`config.mk`:
```
export PLATFORM = sky130hd
export DESIGN_NAME = down_timer_ctrl
export DESIGN_NICKNAME = d
export VERILOG_FILES = /design/src/rtl/down_timer_pkg.sv /design/src/rtl/down_count_core.sv /design/src/rtl/down_timer_ctrl.sv
export SDC_FILE = /design/constraint.sdc
export NUM_CORES = 1
export LEC_CHECK = 0
export BUFFER_PORTS_ARGS = -buffer_cell sky130_fd_sc_hd__buf_2
export CELL_PAD_IN_SITES_DETAIL_PLACEMENT = 1
export CELL_PAD_IN_SITES_GLOBAL_PLACEMENT = 2
export CORE_MARGIN = 4
export CORE_UTILIZATION = 33
export CTS_CLUSTER_DIAMETER = 200
export DETAILED_ROUTE_END_ITERATION = 10
export PLACE_DENSITY_LB_ADDON = 0.05
export SETUP_SLACK_MARGIN = 0.05
export SLEW_MARGIN = 10
export SYNTH_ARGS = -nofsm -noshare
export SYNTH_HDL_FRONTEND = slang
export SYNTH_SLANG_ARGS = --single-unit
```
`constraint.sdc`:
```
create_clock -name clk -period 2.33 [get_ports clk]
set_input_delay 0.1165 -clock clk [delete_from_list [all_inputs] [get_ports clk]]
set_output_delay 0.1165 -clock clk [all_outputs]
set_load 0.01 [all_outputs]
```
`src/rtl/down_timer_pkg.sv`:
```
// Shared types and defaults for the down-timer controller and its counter core.
package down_timer_pkg;

    // Default counter width in bits
    localparam int DEFAULT_WIDTH = 4;

    // Controller sequencing states
    typedef enum logic [1:0] {
        IDLE = 2'd0,
        RUN  = 2'd1,
        DONE = 2'd2
    } state_t;

endpackage

```
`src/rtl/down_count_core.sv`:
```
// Loadable synchronous down counter built from T flip-flops.
// Bit 0 always toggles; bit i toggles when every lower bit is zero (borrow ripple).
// Load has priority over enable. The zero flag is a plain decode of the count.
module down_count_core
    import down_timer_pkg::*;
#(
    parameter int WIDTH = DEFAULT_WIDTH
) (
    input  logic             clk,
    input  logic             reset,
    input  logic             load,
    input  logic             enable,
    input  logic [WIDTH-1:0] load_val,
    output logic [WIDTH-1:0] q,
    output logic             zero
);

    logic [WIDTH-1:0] toggle;

    // Toggle terms: a bit flips when all less significant bits are 0
    always_comb begin
        toggle[0] = 1'b1;
        for (int i = 1; i < WIDTH; i++) begin
            toggle[i] = toggle[i-1] & ~q[i-1];
        end
    end

    // Counter register: load wins over decrement
    always_ff @(posedge clk or negedge reset) begin
        if (!reset) begin
            q <= '0;
        end else if (load) begin
            q <= load_val;
        end else if (enable) begin
            q <= q ^ toggle;
        end
    end

    assign zero = (q == '0);

endmodule

```
`src/rtl/down_timer_ctrl.sv`:
```
// Programmable countdown timer controller: sequences the down-counter core
// through load, decrement and terminal count, in one-shot or auto-reload mode,
// with pause and abort. All outputs come straight from registers.
module down_timer_ctrl
    import down_timer_pkg::*;
#(
    parameter int WIDTH = DEFAULT_WIDTH
) (
    input  logic             clk,
    input  logic             reset,
    input  logic             start,
    input  logic [WIDTH-1:0] load_val,
    input  logic             periodic,
    input  logic             pause,
    input  logic             abort,
    output logic [WIDTH-1:0] count,
    output logic             busy,
    output logic             ready,
    output logic             tc_pulse,
    output logic             done
);

    state_t           state;
    logic [WIDTH-1:0] reload;
    logic             mode;

    logic             core_load;
    logic             core_en;
    logic [WIDTH-1:0] core_din;
    logic             zero;

    down_count_core #(
        .WIDTH (WIDTH)
    ) u_core (
        .clk      (clk),
        .reset    (reset),
        .load     (core_load),
        .enable   (core_en),
        .load_val (core_din),
        .q        (count),
        .zero     (zero)
    );

    // Counter command decode: load on start, clear on abort, reload at terminal
    // count in periodic mode, otherwise decrement unless paused or at zero
    always_comb begin
        core_load = 1'b0;
        core_en   = 1'b0;
        core_din  = '0;
        case (state)
            IDLE: begin
                if (start) begin
                    core_load = 1'b1;
                    core_din  = load_val;
                end
            end
            RUN: begin
                if (abort) begin
                    core_load = 1'b1;
                    core_din  = '0;
                end else if (!pause) begin
                    if (!zero) begin
                        core_en = 1'b1;
                    end else if (mode) begin
                        core_load = 1'b1;
                        core_din  = reload;
                    end
                end
            end
            default: begin
                core_load = 1'b0;
            end
        endcase
    end

    // Sequencing FSM with reload/mode capture and registered status outputs
    always_ff @(posedge clk or negedge reset) begin
        if (!reset) begin
            state    <= IDLE;
            reload   <= '0;
            mode     <= 1'b0;
            tc_pulse <= 1'b0;
            busy     <= 1'b0;
            done     <= 1'b0;
            ready    <= 1'b1;
        end else begin
            tc_pulse <= 1'b0;
            done     <= 1'b0;
            case (state)
                IDLE: begin
                    if (start) begin
                        reload <= load_val;
                        mode   <= periodic;
                        state  <= RUN;
                        busy   <= 1'b1;
                        ready  <= 1'b0;
                    end
                end
                RUN: begin
                    if (abort) begin
                        state <= IDLE;
                        busy  <= 1'b0;
                        ready <= 1'b1;
                    end else if (!pause && zero) begin
                        tc_pulse <= 1'b1;
                        if (!mode) begin
                            state <= DONE;
                            busy  <= 1'b0;
                            done  <= 1'b1;
                        end
                    end
                end
                DONE: begin
                    state <= IDLE;
                    ready <= 1'b1;
                end
                default: begin
                    state <= IDLE;
                    busy  <= 1'b0;
                    ready <= 1'b1;
                end
            endcase
        end
    end

endmodule

```
---- After elaboration in Yosys (flattened, before gate mapping) ----
Index checks and enable logic that the tools add are counted.
storage, ports and cells
  bits in registers ....................... 15
  output and inout port bits .............. 8
  logic and storage cells ................. 68
operators by class
  equal/unequal tests ..................... 6
  multiplexer cells ....................... 38
  bitwise operators ....................... 7
  reductions and logical operators ........ 9
operators with widths
  cell                                                 count
  two-way mux 4 bit                                    7
  two-way mux 1 bit                                    22
  two-way mux 2 bit                                    4
  one-hot mux 4 bit (2 select lines)                   1
  inequality test 3 bit, second input constant         2
  logical NOT 4 bit                                    1
  inequality test 2 bit, second input constant         2
  inverter 1 bit                                       4
  one-hot mux 1 bit (2 select lines)                   2
  one-hot mux 2 bit (2 select lines)                   1
  AND reduction 2 bit                                  2
  AND reduction 4 bit                                  1
  bitwise XOR 4 bit                                    1
  one-hot mux 1 bit (3 select lines)                   1
  AND reduction 3 bit                                  1
  bitwise AND 1 bit                                    2
  equality test 2 x 1 -> 1 bit, second input constant  1
  equality test 2 bit, second input constant           1
  logical NOT 2 bit                                    1
  nonzero test 2 bit                                   1
  logical AND 1 bit                                    1
  logical NOT 1 bit                                    1

---- Longest topological paths before layout ----
  word-level depth ........................ 7
  mapped depth ............................ 6

---- Cells and area by module ----
Synthesis repeated with hierarchy kept, for this count alone.
second synthesis, totals
  cell total of the unflattened synthesis .. 68
  area total of the unflattened synthesis .. 788.3 um2
modules (own cells, without submodules)
  module           instances  cells each  area an instance (um2)
  down_timer_ctrl  1          42          539.3
  down_count_core  1          26          249.0

---- Worst setup path before layout ----
No wires, ideal clock.
  path type ............................... reg-to-reg
  start point ............................. register u_core.q[0]
  end point ............................... register u_core.q[3]
  arrival ................................. 1640 ps
  path slack .............................. 564 ps
  cell stages (with the launch flop) ...... 7
  clock period less this slack ............ 1766 ps
  cell sequence ........................... dfrtp_1 > inv_1 > ha_1 > or4b_4 > o211ai_4 > o211ai_1 > o311a_1
on the way
  longest elaborated chain between the ends .. 6
ends and longest elaborated chain
  element                                                     line                                          text
  from (decl)                                                 down_count_core.sv:14                         output logic [WIDTH-1:0] q,
  from (signal assigned)                                      down_count_core.sv:33                         q <= load_val;
  from (signal assigned)                                      down_count_core.sv:35                         q <= q ^ toggle;
  logical NOT 4 bit or inverter 1 bit (tied branches)         down_count_core.sv:39, down_count_core.sv:24
  two-way mux 4 bit (tied with other cells)                   down_timer_ctrl.sv:62                         if (!zero) begin
  two-way mux 4 bit (tied with other cells)                   down_timer_ctrl.sv:61                         end else if (!pause) begin
  two-way mux 4 bit (tied with other cells)                   down_timer_ctrl.sv:58                         if (abort) begin
  one-hot mux 4 bit (2 select lines) (tied with other cells)  down_timer_ctrl.sv:50                         case (state)
  two-way mux 4 bit or nonzero test 2 bit (tied branches)     --
Several ways; a longest one is shown, not always the timed one. The select of a mux whose other input is x is not followed.
A chain may end at the register's enable or synchronous reset.

---- Final worst setup path ----
Ends and elaborated chain as after synthesis.

==> qor.yml <==
cells_and_area:
  num-nets-final: 102
  mostFrequentLayoutCells: "17 x buf_2, 14 x dfrtp_1, 5 x inv_1, 5 x nand2_1, 4 x mux2_2"
  drive_gt1_share_pct: 41.6
  final_common_cell: "buf_2"
  synthToLayoutAreaGrowth_pct: 17.0
  diodes: 0
timing:
  worst_pin_slew_ns: 0.579
  finalSetupViolCount: 0
  slew_viol_final: 0
  fin_crit_sh_pct: 81.0
  finalHoldViolCount: 0
  fin_crit_ns: 1.89
  relSlewSlack_pct: 61.2
  rsz0062_at_grt: "false"
  finClkSkew_ns: 0.00372
  tns_ns: 0
  timing.fmax_mhz: 530
power_and_ir_drop:
  p_per_area_nw_per_um2: 1130
  ir_drop_mv: 0.607
  power_mw: 1.07
  power.leakage_nw: 0.423
clocking:
  cts_buffer_depth: 2
  h-tree-depth: 1
  cts_inserted_buffers: 3
  cts_sinks: 15
  cts-root-buf: "clkbuf_4"
  clk_latency_ns: 0.28
  cts_resized: 0
  cts_tree: "built"
  clk_pin_slew_worst_paths_ns: 0.09
run_status:
  status: "completed"
logic_synthesis:
  synthTopCellsByArea: "dfrtp_1 43%, mux2_2 5.6%, or4b_4 3.4%"
  yosysWarnings: 0
  ys_seq_area_share_pct: 46.5
  synth_top_area_share_pct: 43.2
  yosys.area.top_type: "dfrtp_1"
  syn_area_sq_um: 811
  ys_seq_elements: 15
  synthCells: 70
  syn-num-nets: 82
  avgSynthCellArea_sq_um: 11.6
  synth.distinct_cells: 33
route:
  route.met2.wl_um: 787
  drtAntennaViolNets: 0
  highest_layer: "met4"
  wl_per_cell_um: 14.6
  drt_iter0_markers: 12
  totalWireLength_um: 1710
  routed_via_density: 5.16
  wl_met1_um: 822
  drt_pre_antenna_iters: 4
  drc_errors: 0
  met3_length_um: 91
  dr_total_vias: 604
die:
  fp-row-count: 17
  design.core.area_sq_um: 2280
  die_x_um: 57.6
  die_area_sq_um: 3310
  io_pins: 18
  start_util_pct: 35.6
  die_h_um: 57.6
global_routing:
  grt_pass1_vias: 641
  grt_first_pass_wirelength_um: 3030
  overflow: 0
  grt_max_degree: 16
  grt.total_usage_pct: 11.9
  antenna_found_initial: 0
job:
  maxCapViolCount: 0
critical_path:
  crit_path_start_kind: "flop"
  cp_max_fo: 5
  crit_arrival_ns: 2.06
  worstSetupPathType: "reg2reg"
  cp.required_ns: 2.50
  endpoint_kind: "flop"
placement:
  io_buffers: 17
  hpwlAfterDp_um: 1340
  gp_congestion: 0.834
worst_hold_path:
  min_path_type: "in2reg"
-- logic make-up after synthesis --
family / count (synthesis) / synth area share [%]
buf+inv: 8 / 4.78
flops: 15 / 46.5
simple gates: 25 / 21.9
mux: 6 / 8.64
compound gates: 13 / 14.0
xor+xnor: 1 / 1.08
fa+ha+maj: 2 / 3.09
-- flip-flops by register name, indices dropped and copies added (netlist names) --
| signal | flops |
|---|---|
| reload | 4 |
| tc_pulse | 1 |
| mode | 1 |
| u_core.q | 4 |
| state | 2 |
| ready | 1 |
| busy | 1 |
| done | 1 |
-- through the flow --
stage,cells,area [sq um],worst slack (ns),utilization [%],hold slack (ns)
2_1_floorplan,70,811,0.564,-,-0.179
3_3_place_gp,112,911,0.426,40.0,0.0516
3_5_place_dp,112,911,0.426,40.0,0.0434
4_1_cts,117,948,0.412,41.7,0.0401
5_1_grt,117,948,0.313,41.7,0.0463
6_report,117,948,0.442,41.7,0.0431
-- power breakdown --
group	switching, mW	leakage [nW]	internal [mW]	total, mW
logic	0.235	0.220	0.228	0.463
clock network	0.0860	0.0177	0.0638	0.150
registers	0.0968	0.186	0.358	0.455
total	0.418	0.423	0.650	1.07
-- cell type report --
cell class | instances | area (sq um)
Timing Repair Buffer | 18 | 95.1
Fill cell | 258 | 1330
Clock buffer | 3 | 22.5
Sequential cell | 15 | 377
Multi-Input combinational cell | 47 | 395
Tap cell | 28 | 35.0
Inverter | 5 | 18.8
Clock inverter | 1 | 5.00
-- layer usage --
metal  vias to the layer above  GRT usage [%]
met1                       294           16.3
met2                        13           17.9
met5                         -              0
met4                         0           1.99
li1                        295              -
met3                         2           4.52
-- cells in the mapped netlist (all sizes together) --
| cell type | n |
|---|---|
| dfrtp | 14 |
| inv | 5 |
| mux2 | 5 |
| nand2 | 5 |
| nor2 | 5 |
| a32oi | 3 |
| o21ai | 3 |
| buf | 2 |
| ha | 2 |
| nand3 | 2 |
| nand3b | 2 |
| nor3b | 2 |
| nor4b | 2 |
| o211ai | 2 |
| o22ai | 2 |
| or3b | 2 |
| or4b | 2 |
| a21oi | 1 |
| clkbuf | 1 |
| dfstp | 1 |
| mux2i | 1 |
| nand4 | 1 |
| nor2b | 1 |
| nor3 | 1 |
| o311a | 1 |
| o41ai | 1 |
| xnor2 | 1 |
-- worst max-delay path, cell delays in order (launching register included) --
cell	delay, ns
dfrtp_1	0.42
inv_1	0.07
ha_1	0.20
or4b_4	0.51
o211ai_4	0.29
o211ai_1	0.15
o311a_1	0.15
-- worst paths after layout --
kind	from	endpoint	slack, ns	cells after the start
min	load_val[3]	reload[3]$_DFFE_PN0N_	0.04	3
max reg2reg	u_core.q[0]$_DFFE_PN0P_	u_core.q[3]$_DFFE_PN0P_	0.44	6
min reg2reg	reload[3]$_DFFE_PN0N_	reload[3]$_DFFE_PN0N_	0.50	2
max in group asynchronous	reset	ready$_DFFE_PN1P_	1.77	2
max	u_core.q[0]$_DFFE_PN0P_	u_core.q[3]$_DFFE_PN0P_	0.44	6
min in group asynchronous	reset	done$_DFF_PN0_	0.25	2
-- what timing repair did --
action                    4_1_cts  5_1_grt
hold buffers                    1        0
buffers inserted                0        0
hold endpoints to repair       14        0
(Power assumes the default switching activity.)
